### config.mk
export PLATFORM = sky130hd
export DESIGN_NAME = sram_bist_sequencer_flat
export DESIGN_NICKNAME = d
export VERILOG_FILES = /design/src/rtl/sram_bist_sequencer_if.sv /design/src/rtl/sram_bist_sequencer.sv /design/src/flat_wrapper.sv
export SDC_FILE = /design/constraint.sdc
export NUM_CORES = 2
export LEC_CHECK = 0
export ABC_CLOCK_PERIOD_IN_PS = 2450
export BUFFER_PORTS_ARGS = -buffer_cell sky130_fd_sc_hd__buf_4
export CAP_MARGIN = 40
export CORE_AREA = 5 5 196 340
export DETAILED_ROUTE_END_ITERATION = 6
export DIE_AREA = 0 0 201 345
export PLACE_DENSITY_LB_ADDON = 0.12
export SYNTH_ARGS = -nofsm -noshare
export SYNTH_HDL_FRONTEND = slang
export SYNTH_SLANG_ARGS = --single-unit
### constraint.sdc
create_clock -name clk -period 2.45 [get_ports clk]
set_clock_uncertainty 0.2 [all_clocks]
set_input_delay 0 -clock clk [delete_from_list [all_inputs] [get_ports clk]]
set_output_delay 0 -clock clk [all_outputs]
set_load 0.01 [all_outputs]
### src/rtl/sram_bist_sequencer_if.sv
// sram_bist_sequencer_if -- request/response and BIST broadcast bus of the SRAM BIST sequencer (rev 1.0)
`default_nettype none

interface sram_bist_sequencer_if #(
   parameter int OP_WIDTH       = 4,
   parameter int REQ_DATA_WIDTH = 192,
   parameter int RES_DATA_WIDTH = 256
);
   logic                      req_valid;
   logic                      req_ready;
   logic                      req_write;
   logic [7:0]                req_id;
   logic [7:0]                req_bsel;
   logic [15:0]               req_addr;
   logic [REQ_DATA_WIDTH-1:0] req_wdata;
   logic                      rsp_valid;
   logic [RES_DATA_WIDTH-1:0] rsp_rdata;
   logic [OP_WIDTH-1:0]       bist_command;
   logic [3:0]                bist_data;
   logic [3:0]                bist_data_in;
   logic                      busy;

   modport master (
      output req_valid, req_write, req_id, req_bsel, req_addr, req_wdata, bist_data_in,
      input  req_ready, rsp_valid, rsp_rdata, bist_command, bist_data, busy
   );

   modport slave (
      input  req_valid, req_write, req_id, req_bsel, req_addr, req_wdata, bist_data_in,
      output req_ready, rsp_valid, rsp_rdata, bist_command, bist_data, busy
   );
endinterface

`default_nettype wire

### src/rtl/sram_bist_sequencer.sv
// sram_bist_sequencer -- turns one parallel debug request into the nibble-serial BIST command/data stream (rev 1.0)
`default_nettype none

module sram_bist_sequencer #(
   parameter int                  OP_WIDTH         = 4,
   parameter logic [OP_WIDTH-1:0] OP_NOP           = OP_WIDTH'(0),
   parameter logic [OP_WIDTH-1:0] OP_SHIFT_ID      = OP_WIDTH'(1),
   parameter logic [OP_WIDTH-1:0] OP_SHIFT_BSEL    = OP_WIDTH'(2),
   parameter logic [OP_WIDTH-1:0] OP_SHIFT_ADDRESS = OP_WIDTH'(3),
   parameter logic [OP_WIDTH-1:0] OP_SHIFT_DATA    = OP_WIDTH'(4),
   parameter logic [OP_WIDTH-1:0] OP_READ          = OP_WIDTH'(5),
   parameter int                  REQ_DATA_WIDTH   = 192,
   parameter int                  RES_DATA_WIDTH   = 256
) (
   input  wire logic          clk,
   input  wire logic          rst,
   sram_bist_sequencer_if.slave bus
);

   // The first ID nibble goes straight to the bus on acceptance, so the
   // outgoing shift register only holds what follows it.
   localparam int         SH_W    = 8 + 8 + 16 + REQ_DATA_WIDTH - 4;
   localparam logic [5:0] TX_LAST = 6'(REQ_DATA_WIDTH / 4 - 1);
   localparam logic [5:0] RX_LAST = 6'(RES_DATA_WIDTH / 4 - 1);

   typedef enum logic [3:0] {
      S_IDLE  = 4'd0,
      S_ID    = 4'd1,
      S_BSEL  = 4'd2,
      S_ADDR  = 4'd3,
      S_TX    = 4'd4,
      S_GAP_W = 4'd5,
      S_RDREQ = 4'd6,
      S_GAP_R = 4'd7,
      S_RX    = 4'd8,
      S_RESP  = 4'd9
   } state_t;

   state_t                    state;
   logic [5:0]                cnt;
   logic                      is_write;
   logic [SH_W-1:0]           tx_sreg;
   logic [RES_DATA_WIDTH-1:0] rx_sreg;
   logic                      ready_q;
   logic                      busy_q;
   logic                      rsp_valid_q;
   logic [RES_DATA_WIDTH-1:0] rsp_rdata_q;
   logic [OP_WIDTH-1:0]       command_q;
   logic [3:0]                data_q;

   always_ff @(posedge clk) begin
      if (rst) begin
         state       <= S_IDLE;
         cnt         <= 6'd0;
         is_write    <= 1'b0;
         tx_sreg     <= '0;
         rx_sreg     <= '0;
         ready_q     <= 1'b1;
         busy_q      <= 1'b0;
         rsp_valid_q <= 1'b0;
         rsp_rdata_q <= '0;
         command_q   <= OP_NOP;
         data_q      <= 4'h0;
      end else begin
         rsp_valid_q <= 1'b0;
         case (state)
            S_IDLE: begin
               if (bus.req_valid) begin
                  state     <= S_ID;
                  cnt       <= 6'd0;
                  is_write  <= bus.req_write;
                  tx_sreg   <= {bus.req_id[3:0], bus.req_bsel, bus.req_addr, bus.req_wdata};
                  rx_sreg   <= '0;
                  ready_q   <= 1'b0;
                  busy_q    <= 1'b1;
                  command_q <= OP_SHIFT_ID;
                  data_q    <= bus.req_id[7:4];
               end
            end
            S_ID: begin
               data_q  <= tx_sreg[SH_W-1 -: 4];
               tx_sreg <= tx_sreg << 4;
               if (cnt == 6'd1) begin
                  state     <= S_BSEL;
                  cnt       <= 6'd0;
                  command_q <= OP_SHIFT_BSEL;
               end else begin
                  cnt <= cnt + 6'd1;
               end
            end
            S_BSEL: begin
               data_q  <= tx_sreg[SH_W-1 -: 4];
               tx_sreg <= tx_sreg << 4;
               if (cnt == 6'd1) begin
                  state     <= S_ADDR;
                  cnt       <= 6'd0;
                  command_q <= OP_SHIFT_ADDRESS;
               end else begin
                  cnt <= cnt + 6'd1;
               end
            end
            S_ADDR: begin
               data_q  <= tx_sreg[SH_W-1 -: 4];
               tx_sreg <= tx_sreg << 4;
               if (cnt == 6'd3) begin
                  cnt <= 6'd0;
                  if (is_write) begin
                     state     <= S_TX;
                     command_q <= OP_SHIFT_DATA;
                  end else begin
                     state     <= S_RDREQ;
                     command_q <= OP_READ;
                     data_q    <= 4'h0;
                  end
               end else begin
                  cnt <= cnt + 6'd1;
               end
            end
            S_TX: begin
               if (cnt == TX_LAST) begin
                  state       <= S_GAP_W;
                  cnt         <= 6'd0;
                  command_q   <= OP_NOP;
                  data_q      <= 4'h0;
                  rsp_valid_q <= 1'b1;
               end else begin
                  data_q  <= tx_sreg[SH_W-1 -: 4];
                  tx_sreg <= tx_sreg << 4;
                  cnt     <= cnt + 6'd1;
               end
            end
            S_GAP_W: begin
               state   <= S_IDLE;
               ready_q <= 1'b1;
               busy_q  <= 1'b0;
            end
            S_RDREQ: begin
               state     <= S_GAP_R;
               command_q <= OP_NOP;
            end
            S_GAP_R: begin
               state     <= S_RX;
               command_q <= OP_SHIFT_DATA;
               data_q    <= 4'h0;
            end
            S_RX: begin
               rx_sreg <= {rx_sreg[RES_DATA_WIDTH-5:0], bus.bist_data_in};
               if (cnt == RX_LAST) begin
                  state       <= S_RESP;
                  cnt         <= 6'd0;
                  command_q   <= OP_NOP;
                  rsp_valid_q <= 1'b1;
                  rsp_rdata_q <= {rx_sreg[RES_DATA_WIDTH-5:0], bus.bist_data_in};
               end else begin
                  cnt <= cnt + 6'd1;
               end
            end
            S_RESP: begin
               state   <= S_IDLE;
               ready_q <= 1'b1;
               busy_q  <= 1'b0;
            end
            default: begin
               state     <= S_IDLE;
               cnt       <= 6'd0;
               ready_q   <= 1'b1;
               busy_q    <= 1'b0;
               command_q <= OP_NOP;
               data_q    <= 4'h0;
            end
         endcase
      end
   end

   assign bus.req_ready    = ready_q;
   assign bus.busy         = busy_q;
   assign bus.rsp_valid    = rsp_valid_q;
   assign bus.rsp_rdata    = rsp_rdata_q;
   assign bus.bist_command = command_q;
   assign bus.bist_data    = data_q;

endmodule

`default_nettype wire
### src/flat_wrapper.sv
// flat-port wrapper written by rule: the top's interface ports become plain ports
module sram_bist_sequencer_flat 
#(
   parameter int                  OP_WIDTH         = 4,
   parameter logic [OP_WIDTH-1:0] OP_NOP           = OP_WIDTH'(0),
   parameter logic [OP_WIDTH-1:0] OP_SHIFT_ID      = OP_WIDTH'(1),
   parameter logic [OP_WIDTH-1:0] OP_SHIFT_BSEL    = OP_WIDTH'(2),
   parameter logic [OP_WIDTH-1:0] OP_SHIFT_ADDRESS = OP_WIDTH'(3),
   parameter logic [OP_WIDTH-1:0] OP_SHIFT_DATA    = OP_WIDTH'(4),
   parameter logic [OP_WIDTH-1:0] OP_READ          = OP_WIDTH'(5),
   parameter int                  REQ_DATA_WIDTH   = 192,
   parameter int                  RES_DATA_WIDTH   = 256
)
  (clk, rst, bus_req_valid, bus_req_write, bus_req_id, bus_req_bsel, bus_req_addr, bus_req_wdata, bus_bist_data_in, bus_req_ready, bus_rsp_valid, bus_rsp_rdata, bus_bist_command, bus_bist_data, bus_busy);
  sram_bist_sequencer_if #(.OP_WIDTH(OP_WIDTH), .REQ_DATA_WIDTH(REQ_DATA_WIDTH), .RES_DATA_WIDTH(RES_DATA_WIDTH)) bus_i ();
  input  wire logic clk;
  input  wire logic rst;
  input wire logic [$bits(bus_i.req_valid)-1:0] bus_req_valid;
  input wire logic [$bits(bus_i.req_write)-1:0] bus_req_write;
  input wire logic [$bits(bus_i.req_id)-1:0] bus_req_id;
  input wire logic [$bits(bus_i.req_bsel)-1:0] bus_req_bsel;
  input wire logic [$bits(bus_i.req_addr)-1:0] bus_req_addr;
  input wire logic [$bits(bus_i.req_wdata)-1:0] bus_req_wdata;
  input wire logic [$bits(bus_i.bist_data_in)-1:0] bus_bist_data_in;
  output wire logic [$bits(bus_i.req_ready)-1:0] bus_req_ready;
  output wire logic [$bits(bus_i.rsp_valid)-1:0] bus_rsp_valid;
  output wire logic [$bits(bus_i.rsp_rdata)-1:0] bus_rsp_rdata;
  output wire logic [$bits(bus_i.bist_command)-1:0] bus_bist_command;
  output wire logic [$bits(bus_i.bist_data)-1:0] bus_bist_data;
  output wire logic [$bits(bus_i.busy)-1:0] bus_busy;
  assign bus_i.req_valid = bus_req_valid;
  assign bus_i.req_write = bus_req_write;
  assign bus_i.req_id = bus_req_id;
  assign bus_i.req_bsel = bus_req_bsel;
  assign bus_i.req_addr = bus_req_addr;
  assign bus_i.req_wdata = bus_req_wdata;
  assign bus_i.bist_data_in = bus_bist_data_in;
  assign bus_req_ready = bus_i.req_ready;
  assign bus_rsp_valid = bus_i.rsp_valid;
  assign bus_rsp_rdata = bus_i.rsp_rdata;
  assign bus_bist_command = bus_i.bist_command;
  assign bus_bist_data = bus_i.bist_data;
  assign bus_busy = bus_i.busy;
  sram_bist_sequencer #(.OP_WIDTH(OP_WIDTH), .OP_NOP(OP_NOP), .OP_SHIFT_ID(OP_SHIFT_ID), .OP_SHIFT_BSEL(OP_SHIFT_BSEL), .OP_SHIFT_ADDRESS(OP_SHIFT_ADDRESS), .OP_SHIFT_DATA(OP_SHIFT_DATA), .OP_READ(OP_READ), .REQ_DATA_WIDTH(REQ_DATA_WIDTH), .RES_DATA_WIDTH(RES_DATA_WIDTH)) u_core (.clk(clk), .rst(rst), .bus(bus_i));
endmodule
==> out/qor.yml <==
placed_design:
  dp_hpwl_um: 56870
  dp.cells: 4460
  port_buffers: 497
  gp_congestion: 0.8302
final_layout:
  n_fill_cell: 5485
  multiInputGateArea_sq_um: 12020
  seqCellArea_sq_um: 15000
  drive_gt1_frac: 0.2163
  final_cells: 4862
  nets: 4228
  synthToLayoutAreaGrowth_pct: 35.95
  final_cell_mix: "962 x nand2_1, 745 x dfxtp_1, 568 x buf_4"
  final_common_cell: "nand2_1"
yosys:
  syn_area_sq_um: 28290
  yosysWarnings: 0
  yosysTopAreaCell: "dfxtp_1"
  synth_flop_cell: "dfxtp_1"
  synth.distinct_cells: 52
  syn_nets: 3577
  yosys-top-cells-area: "dfxtp_1 53%, nand2_1 13%, a22oi_1 6.7%, nor2_1 6.4%, a311oi_2 5.3%"
  ys_seq_area_frac: 0.5300
  yosysTopAreaCellShare: 0.5300
  postSynthCellCount: 3343
  ys_ff_latch: 749
  async_reset_ff_frac: 0
  synth_edf_count: 0
  syn_area_per_cell_sq_um: 8.462
clock_network:
  cts_tree: "built"
  clk_pin_slew_ps: 70
  clock-sinks: 749
  cts_buffer_depth: 3
  clock_latency_ps: 600
  numCtsBuffers: 69
  h-tree-depth: 3
  cts_root_buf: "clkbuf_16"
grt:
  grt_max_degree: 156
  overflow: 0
  grt_antenna_before_repair: 2
  gr-usage-all-layers: 0.2379
  grt_pass1_wl_um: 137600
  grt_pass1_vias: 25550
timing:
  rsz0062_at_grt: "false"
  fin_setup_tns_ps: 0
  finalSetupViolCount: 0
  post-route-min-period_ps: 2393
  slew_headroom: 0.4380
  max_clock_freq_mhz: 417.9
  maxSlewViolCount: 0
  hold_viol_final: 0
  min_period_over_period: 0.9768
  tightest_slew_ps: 843.0
floorplan:
  core_area_sq_um: 63870
  fp.dieArea_sq_um: 69350
  ios: 499
  die_w_um: 201
  start_util: 0.4429
  die_height_um: 345
  fp-row-count: 123
run_status:
  violations: "design-rule violations"
  status: "complete, but fails checks"
min_path:
  hold_class: "primary input to flop"
  min_from: "bus_req_wdata[118]"
route:
  ant_nets: 0
  routed-via-count: 26390
  post_drt_via_cell_ratio: 5.428
  first_pass_iters: 7
  routedWlPerCell_um: 18.11
  drcViolationCount: 1
  routed_wl_um: 88080
  drtIter0Drc: 1663
worst_setup_path:
  rr_endpoint: "u_core.tx_sreg[32]"
  startpoint_type: "flop"
  worstReg2RegStart: "u_core.state[0]"
  crit_fanout: 10
  cp_data_required_time_ps: 2720
  cp.arrival_ps: 2670
  ff2ff_path_depth: 9
  worst-r2r-setup-slack_ps: 60
  end_kind: "flop"
  critPathCapture: "u_core.tx_sreg[32]"
  crit_start: "u_core.state[0]"
  worst-setup-path-type: "flop to flop"
flow_run:
  max_cap_viol_count: 0
power_and_ir_drop:
  leakage_nw: 14.90
  vdd_drop_max_uv: 678.1
  power_density_nw_per_um2: 929.9
synth_stat cells, types with 4 or more instances:
master	count
a311oi_2	100
a311oi_1	117
a311o_1	4
a31oi_1	4
a21oi_1	273
nand3_1	7
nand2_1	962
clkbuf_1	195
buf_1	12
buf_6	15
a22oi_1	252
nor2_1	485
dfxtp_1	749
buf_4	6
o21ai_0	10
inv_1	8
mux2i_1	4
nor3_1	4
buf_2	79
sequential cells by signal (all words and copies together), names as in the netlist:
register / count
u_core.bus.bist_data: 4
u_core.state: 4
u_core.cnt: 6
u_core.tx_sreg: 220
u_core.bus.busy: 1
u_core.bus.bist_command: 3
u_core.bus.req_ready: 1
u_core.bus.rsp_valid: 1
u_core.is_write: 1
u_core.rx_sreg: 252
u_core.bus.rsp_rdata: 256
final cells by class:
cell class              count  area share
inverters                   8   0.0007808
multi-input cells        2279      0.3125
flip-flops and latches    749      0.3900
clock inverters            23    0.006149
repair buffers            887      0.2100
clock buffers              99     0.05384
well taps                 812     0.02642
diodes                      5   0.0003253
through the flow:
step | util | worst slack, ps | power (W) | cell area [sq um] | hold WS [ps]
4_1_cts | 0.5965 | 1.838 | 0.03544 | 38100 | 0.8061
2_1_floorplan | - | 303.9 | 0.02087 | 28290 | -64.02
3_5_place_dp | 0.5188 | -94.55 | 0.02401 | 33130 | 47.81
6_report | 0.6022 | 56.81 | 0.03576 | 38460 | 45.51
5_1_grt | 0.6020 | 20.10 | 0.03753 | 38450 | 35.46
3_3_place_gp | 0.5185 | -7.647 | 0.02369 | 33110 | 40.81
layer usage:
| metal | up-vias | routed length [um] | part of all wire | track usage |
|---|---|---|---|---|
| met3 | 187 | 5978 | 0.068 | 0.05284 |
| met1 | 12580 | 35270 | 0.40 | 0.2898 |
| met5 | - | 0 | 0 | 0 |
| li1 | 12720 | - | - | - |
| met2 | 894 | 43560 | 0.49 | 0.4087 |
| met4 | 0 | 3272 | 0.037 | 0.09391 |
worst min-delay path by stage:
stage	to	slack (ps)	depth (start not counted)
3_3_place_gp	u_core.is_write	40	3
6_report	u_core.tx_sreg[118]	50	4
4_1_cts	u_core.tx_sreg[122]	0.8	4
5_1_grt	u_core.tx_sreg[179]	40	4
3_5_place_dp	u_core.is_write	50	3
2_1_floorplan	u_core.bus.rsp_rdata[0]	-60	2
where the power goes:
group	leakage (nW)	switching, W	total, W	internal, W
logic	7.67	0.00593	0.0102	0.00423
registers	6.09	0.000872	0.0146	0.0137
clock network	1.13	0.00476	0.0110	0.00623
worst max-delay path: stages, from the launching register on:
cell       delay, ps
dfxtp_2          370
or4_4            560
or3b_4           290
nor2_4            50
buf_12           140
buf_4            150
clkbuf_16        160
buf_4            170
nor2_1           120
a311oi_2          60
cell families (layout without fill, tap and decap cells):
logic type	count (synthesis)	after routing	share of synthesized area
AND/OR/NAND/NOR	1491	1491	0.2026
AO/OA/AOI/OAI	778	778	0.2139
flip-flops	749	749	0.5300
buffers and inverters	315	1017	0.05007
multiplexers	4	4	0.001415
XOR/XNOR	3	3	0.0009290
adder cells (fa/ha/maj)	2	2	0.0008844
other	1	6	0.0001326
repair_timing:
action / 4_1_cts / 5_1_grt
buffers inserted: 2 / 4
setup endpoints to repair: 167 / 183
hold endpoints to repair: 673 / 0
pin swaps: 1 / 4
resized for setup: 5 / 27
hold buffers: 262 / 0
gates cloned: 0 / 7
Note: power is estimated with default switching activity, not from simulation.
